File: src/rtl/pipe_arbiter.sv
`default_nettype none
// ============================================================================
// Module      : pipe_arbiter
// Description : Round-robin arbiter that shares the input of one pipe among
//               NUM_REQ valid/ready requesters. The winning payload lands in
//               a one-entry output register that feeds the pipe and is
//               back-pressured by the pipe's full flag.
// Revision    : 1.0 - initial release
// ----------------------------------------------------------------------------
// Parameters  : NUM_REQ   - number of requesters (>= 2)
//               DATA_SIZE - payload width per requester
//               ID_W      - grant index width, derived from NUM_REQ
// Ports       : clk          - clock, rising edge
//               rst          - asynchronous active-high reset
//               req_valid_i  - per-requester request valid
//               req_data_i   - packed payloads, requester i at
//                              [i*DATA_SIZE +: DATA_SIZE]
//               req_lock_i   - per-requester lock request
//               req_ready_o  - per-requester accept (one-hot or zero)
//               pipe_full_i  - full flag from the downstream pipe
//               pipe_data_o  - payload to the pipe
//               pipe_valid_o - valid to the pipe
//               pipe_id_o    - requester index of the registered payload
//               locked_o     - grant is locked to one requester
// Build macro : PIPE_ARB_LOCK_EN - when defined, req_lock_i is honoured and a
//               handshake with lock set keeps the grant on that requester
//               until it completes a beat with lock clear. When undefined,
//               req_lock_i is ignored and locked_o is tied low.
// ============================================================================
module pipe_arbiter #(
  parameter int NUM_REQ   = 4,
  parameter int DATA_SIZE = 32,
  parameter int ID_W      = $clog2(NUM_REQ)
) (
  input  logic                          clk,
  input  logic                          rst,
  input  logic [NUM_REQ-1:0]            req_valid_i,
  input  logic [NUM_REQ*DATA_SIZE-1:0]  req_data_i,
  input  logic [NUM_REQ-1:0]            req_lock_i,
  output logic [NUM_REQ-1:0]            req_ready_o,
  input  logic                          pipe_full_i,
  output logic [DATA_SIZE-1:0]          pipe_data_o,
  output logic                          pipe_valid_o,
  output logic [ID_W-1:0]               pipe_id_o,
  output logic                          locked_o
);

  localparam logic [ID_W-1:0] c_last_id = ID_W'(NUM_REQ - 1);
  localparam logic [ID_W:0]   c_num_req = (ID_W + 1)'(NUM_REQ);

  // Output register and round-robin pointer
  logic                 r_out_valid;
  logic [DATA_SIZE-1:0] r_out_data;
  logic [ID_W-1:0]      r_out_id;
  logic [ID_W-1:0]      r_ptr;

  logic                 w_scan_found;
  logic [ID_W-1:0]      w_scan_idx;
  logic                 w_has_win;
  logic [ID_W-1:0]      w_win;
  logic                 w_locked;
  logic                 w_can_load;
  logic                 w_hs;
  logic [DATA_SIZE-1:0] w_win_data;

  // The register may take a new beat when empty or when its beat leaves now.
  assign w_can_load = !r_out_valid || !pipe_full_i;

  // Rotating priority scan starting at r_ptr. The sum is one bit wider than
  // the index so the wrap can be done with a single subtraction, which keeps
  // it correct for non-power-of-two NUM_REQ.
  always_comb begin
    logic [ID_W:0] v_sum;
    w_scan_found = 1'b0;
    w_scan_idx   = '0;
    v_sum        = '0;
    for (int i = 0; i < NUM_REQ; i++) begin
      v_sum = {1'b0, r_ptr} + (ID_W + 1)'(i);
      if (v_sum >= c_num_req) begin
        v_sum = v_sum - c_num_req;
      end
      if (!w_scan_found && req_valid_i[v_sum[ID_W-1:0]]) begin
        w_scan_found = 1'b1;
        w_scan_idx   = v_sum[ID_W-1:0];
      end
    end
  end

`ifdef PIPE_ARB_LOCK_EN
  typedef enum logic [0:0] {
    ST_IDLE   = 1'b0,
    ST_LOCKED = 1'b1
  } state_t;

  state_t          r_state;
  logic [ID_W-1:0] r_lock_id;

  assign w_locked  = (r_state == ST_LOCKED);
  // While locked the owner is the only candidate, even when it is idle.
  assign w_win     = w_locked ? r_lock_id : w_scan_idx;
  assign w_has_win = w_locked || w_scan_found;

  always_ff @(posedge clk or posedge rst) begin
    if (rst) begin
      r_state   <= ST_IDLE;
      r_lock_id <= '0;
      locked_o  <= 1'b0;
    end else if (w_hs) begin
      case (r_state)
        ST_IDLE: begin
          if (req_lock_i[w_win]) begin
            r_state   <= ST_LOCKED;
            r_lock_id <= w_win;
            locked_o  <= 1'b1;
          end
        end
        ST_LOCKED: begin
          // A beat with lock clear closes the burst.
          if (!req_lock_i[w_win]) begin
            r_state  <= ST_IDLE;
            locked_o <= 1'b0;
          end
        end
        default: begin
          r_state  <= ST_IDLE;
          locked_o <= 1'b0;
        end
      endcase
    end
  end
`else
  logic w_unused_lock;

  assign w_locked      = 1'b0;
  assign w_win         = w_scan_idx;
  assign w_has_win     = w_scan_found;
  assign locked_o      = 1'b0;
  assign w_unused_lock = ^req_lock_i;
`endif

  assign w_hs = w_has_win && req_valid_i[w_win] && w_can_load;

  always_comb begin
    req_ready_o = '0;
    if (w_hs) begin
      req_ready_o[w_win] = 1'b1;
    end
  end

  always_comb begin
    w_win_data = '0;
    for (int i = 0; i < NUM_REQ; i++) begin
      if (w_win == ID_W'(i)) begin
        w_win_data = req_data_i[i*DATA_SIZE +: DATA_SIZE];
      end
    end
  end

  always_ff @(posedge clk or posedge rst) begin
    if (rst) begin
      r_out_valid <= 1'b0;
      r_out_data  <= '0;
      r_out_id    <= '0;
      r_ptr       <= '0;
    end else begin
      if (w_hs) begin
        r_out_valid <= 1'b1;
        r_out_data  <= w_win_data;
        r_out_id    <= w_win;
        // The pointer is frozen while a lock holds the grant.
        if (!w_locked) begin
          r_ptr <= (w_win == c_last_id) ? '0 : w_win + ID_W'(1);
        end
      end else if (w_can_load) begin
        r_out_valid <= 1'b0;
      end
    end
  end

  assign pipe_valid_o = r_out_valid;
  assign pipe_data_o  = r_out_data;
  assign pipe_id_o    = r_out_id;

endmodule
`default_nettype wire

File: config.mk
export PLATFORM = sky130hd
export DESIGN_NAME = pipe_arbiter
export DESIGN_NICKNAME = d
export VERILOG_FILES = /design/src/rtl/pipe_arbiter.sv
export SDC_FILE = /design/constraint.sdc
export NUM_CORES = 1
export LEC_CHECK = 0
export CAP_MARGIN = 20
export CORE_MARGIN = 2
export CORE_UTILIZATION = 33
export CTS_CLUSTER_DIAMETER = 200
export CTS_CLUSTER_SIZE = 28
export DETAILED_ROUTE_END_ITERATION = 10
export GPL_TIMING_DRIVEN = 0
export PLACE_DENSITY_LB_ADDON = 0.05
export REMOVE_ABC_BUFFERS = 1
export SYNTH_ARGS = -nofsm -noshare
export SYNTH_HDL_FRONTEND = slang
export SYNTH_SLANG_ARGS = --single-unit
File: constraint.sdc
create_clock -name clk -period 3.1 [get_ports clk]
set_clock_uncertainty 0.2 [all_clocks]
set_input_delay 0.775 -clock clk [delete_from_list [all_inputs] [get_ports clk]]
set_output_delay 0.775 -clock clk [all_outputs]
set_load 0.01 [all_outputs]
==> results by group <==
Final layout
  • Proportion of layout cells with a drive suffix above 1: 12.9%
  • Final net count: 655
  • Layout overhead on the synthesized area: 84.1%
  • End-of-flow core utilization: 61.6%
  • Number of antenna diodes: 0

Placed design
  • RePlAce Congestion: 0.786
  • Count of input and output buffers: 173
  • Placed wire-length estimate: 6580 µm

STA
  • Tmin final: 3.07 ns
  • Headroom to the max-slew limit: 45.0%
  • Period utilization: 99.2%
  • Final slew viol count: 0
  • Transition time at the pin with the least slew margin: 0.824 ns
  • Count of endpoints failing setup in the final report: 0
  • Final number of hold-violating endpoints: 0
  • Achievable Freq: 325 MHz

Routing
  • Via/cell ratio: 5.52
  • Top routing layer in use: met4
  • Vias after detailed routing: 3,411
  • Iteration-0 DRC Markers: 120
  • Total wire length after detailed routing: 11,600 µm
  • Met1 wire length: 4680 µm
  • First-pass detailed-route iteration total: 5
  • DRC violation count after routing: 0
  • Routed length on met2: 5610 µm
  • Met3 WL post-DR: 1050 µm
  • Routed wire per std cell: 18.8 µm
  • Final ANT Viol Nets: 0

Floorplan
  • Area of the placeable core: 8090 µm²
  • Die outline width: 94.6 µm
  • Effective utilization at floorplan: 33.4%
  • IO Count: 179
  • Die footprint: 8940 µm²
  • Std-Cell Rows: 33
  • Die boundary height: 94.6 µm

Run status
  • Run status: finished, final reports clean

Setup path
  • Critical Path Source Type: input pin
  • Origin of the critical flop-to-flop path: r_ptr[0]
  • Depth of the most critical reg-to-reg path: 12
  • Required time worst endpoint: 2.12 ns
  • Critical Setup Path Class: in -> out
  • Crit path DAT: 2.10 ns
  • Worst r2r dst: pipe_data_o[16]
  • Biggest fanout along the worst timing path: 9
  • Type of destination of the critical path: primary output
  • Reg-to-reg setup timing slack: 0.22 ns

Yosys
  • Share of the synthesized area in the top cell type: 34.2%
  • Synth Area per Inst: 7.98 µm²
  • Synth area leader: sky130_fd_sc_hd__dfrtp_1
  • Unique masters post-synth: 29
  • Share of the yosys chip area belonging to registers: 34.2%
  • Flop and latch count out of synthesis: 37
  • Most area-consuming cells after synthesis: sky130_fd_sc_hd__dfrtp_1, sky130_fd_sc_hd__a221o_1, sky130_fd_sc_hd__a21oi_1
  • Cells after synthesis: 339
  • Post-synthesis cell area: 2710 µm²
  • Number of warnings reported in the yosys synthesis log: 0

Power and ir drop
  • Switch Pwr: 0.00129 W
  • Power per cell area: 698 nW/µm²
  • Total power after layout: 0.00348 W
  • Share of power burned in registers: 23.0%
  • Clock network fraction of design power: 14.6%
  • Int Power: 0.00219 W
  • Fraction of power spent switching nets: 37.0%
  • Peak supply drop: 0.254 mV
  • Leak: 2.00 nW
  • Proportion of power drawn by combinational gates: 62.4%

GRT
  • Via count of the first global-routing pass: 3,322
  • Largest net degree at the start of global routing: 47
  • Global-route wire length before repair: 17,400 µm
  • Overall track demand over capacity in global routing: 25.5%
  • Grt total ovfl: 0
  • Antenna violations before repair: 0

Clock network
  • Maximum level of the CTS H-tree: 2
  • Clock transition at the registers of the reported paths: 0.09 ns
  • Number of buffers added to fix hold violations after cts: 0
  • Root Buffer Master: sky130_fd_sc_hd__clkbuf_8
  • TritonCTS clock tree: done
  • Clock sinks: 37
  • TritonCTS Buffers: 5
  • Insertion delay to the later sink of the worst-skew pair: 0.29 ns
  • Maximum count of clock buffers along a single path: 2

Min path
  • Worst hold path stage count: 2
  • Worst min-delay path category: reg -> reg
  • Hold Path Sink: pipe_id_o[0]
  • Worst Hold Launch: pipe_id_o[0]

Job
  • Number of maximum-capacitance violations: 0
## cell usage after synthesis
cell type and instances:
sky130_fd_sc_hd__o21ai_0 2, sky130_fd_sc_hd__a31oi_1 33, sky130_fd_sc_hd__a21oi_1 62, sky130_fd_sc_hd__a221o_1 32, sky130_fd_sc_hd__conb_1 1, sky130_fd_sc_hd__a21boi_0 1
sky130_fd_sc_hd__nand2_1 35, sky130_fd_sc_hd__o21a_1 1, sky130_fd_sc_hd__nor2b_1 1, sky130_fd_sc_hd__o32a_1 1, sky130_fd_sc_hd__nor4_1 1, sky130_fd_sc_hd__buf_2 7
sky130_fd_sc_hd__inv_1 35, sky130_fd_sc_hd__buf_4 2, sky130_fd_sc_hd__and3b_1 1, sky130_fd_sc_hd__clkbuf_1 26, sky130_fd_sc_hd__nand2b_1 1, sky130_fd_sc_hd__nor2_1 2
sky130_fd_sc_hd__nand3_1 4, sky130_fd_sc_hd__o32ai_1 1, sky130_fd_sc_hd__or4_4 1, sky130_fd_sc_hd__a41o_1 1, sky130_fd_sc_hd__a21o_1 1, sky130_fd_sc_hd__a21oi_2 5
sky130_fd_sc_hd__and3_1 6, sky130_fd_sc_hd__nand3b_1 33, sky130_fd_sc_hd__buf_6 2, sky130_fd_sc_hd__dfrtp_1 37, sky130_fd_sc_hd__ha_1 4
## what timing repair did
action / CTS / global route
buffers inserted: 15 / 6
cloned: 5 / 0
gates resized for setup: 56 / 5
setup endpoints to repair: 36 / 4
pin swaps: 8 / 2
## metrics by stage
stage	hold WS (ns)	TNS (ns)	instance area, µm²	worst slack (ns)	std cells
floorplan	0.322	-9.62	2540	-0.740	302
global placement	0.326	-66.81	4400	-2.66	580
detailed placement	0.334	-21.57	4520	-1.42	585
CTS	0.346	-0.0379	4950	-0.0245	613
global route	0.388	-0.00439	4980	-0.00439	618
finish	0.348	0	4980	0.0254	618
## cells by family (layout without fill, tap and decap cells)
kind of cell | Yosys count | count (layout) | share of synthesized area (%)
other | 1 | 1 | 0.139
flip-flops | 37 | 37 | 34.2
AO/OA/AOI/OAI | 140 | 140 | 34.8
buffers and inverters | 72 | 243 | 11.1
adder cells (fa/ha/maj) | 4 | 4 | 1.85
AND/OR/NAND/NOR | 85 | 88 | 17.8
## metal layers
metal  up-vias  global-route usage, %
li1       1592                      -
met1      1638                   29.7
met2       163                   45.9
met3        18                   6.38
met4         0                   8.09
met5         -                      0
## state kept, by name, summed over array words and instances, names as in the netlist
| register | flops |
|---|---|
| r_ptr | 2 |
| pipe_data_o | 32 |
| pipe_id_o | 2 |
| pipe_valid_o | 1 |
## layout make-up
class | count | area (µm²)
fillers | 724 | 3110
repair buffers | 200 | 2030
multi-input cells | 233 | 1630
flip-flops and latches | 37 | 926
inverters | 35 | 131
well taps | 105 | 131
clock buffers | 5 | 68.8
clock inverters | 3 | 65.1
## worst max path at each step
stage / startpoint / to / slack [ns] / depth (start not counted)
after global routing: req_valid_i[3] / req_ready_o[1] / -0.004 / 9
final: req_valid_i[3] / req_ready_o[1] / 0.03 / 9
after global placement: req_valid_i[3] / req_ready_o[3] / -2.66 / 7
after floorplan: req_valid_i[1] / req_ready_o[2] / -0.74 / 5
after CTS: req_valid_i[1] / req_ready_o[3] / -0.02 / 8
after detailed placement: req_valid_i[3] / req_ready_o[0] / -1.42 / 8
## cell usage in the layout (no fill, tap or decap), types with 2 or more instances in the layout
cell type	n
sky130_fd_sc_hd__a21oi_1	60
sky130_fd_sc_hd__a21oi_2	6
sky130_fd_sc_hd__a221o_1	32
sky130_fd_sc_hd__a31oi_1	32
sky130_fd_sc_hd__and3_1	4
sky130_fd_sc_hd__and3_4	2
sky130_fd_sc_hd__buf_12	3
sky130_fd_sc_hd__buf_2	5
sky130_fd_sc_hd__buf_4	19
sky130_fd_sc_hd__buf_6	3
sky130_fd_sc_hd__bufbuf_16	2
sky130_fd_sc_hd__bufinv_16	2
sky130_fd_sc_hd__clkbuf_8	5
sky130_fd_sc_hd__clkdlybuf4s50_1	164
sky130_fd_sc_hd__dfrtp_1	37
sky130_fd_sc_hd__ha_4	4
sky130_fd_sc_hd__inv_1	34
sky130_fd_sc_hd__nand2_1	34
sky130_fd_sc_hd__nand3_1	3
sky130_fd_sc_hd__nand3b_1	33
sky130_fd_sc_hd__nor2_1	2
sky130_fd_sc_hd__or4_2	2
## power by group through the flow
stage                     Combinational (W)  Sequential, W  Clock [W]
after CTS                           0.00213       0.000798   0.000518
final                               0.00217       0.000799   0.000509
after detailed placement            0.00186       0.000803          0
after global placement              0.00181       0.000791          0
after global routing                0.00233       0.000824   0.000536
after floorplan                    0.000887       0.000885          0
## critical path, cell delays in order
cell and delay, ns:
sky130_fd_sc_hd__buf_8 0.11, sky130_fd_sc_hd__and3b_2 0.23, sky130_fd_sc_hd__a31oi_4 0.18, sky130_fd_sc_hd__buf_6 0.13, sky130_fd_sc_hd__nand3_4 0.10, sky130_fd_sc_hd__ha_4 0.20
sky130_fd_sc_hd__buf_12 0.12, sky130_fd_sc_hd__and3_1 0.13, sky130_fd_sc_hd__buf_2 0.13
Note: power is estimated with default switching activity, not from simulation.
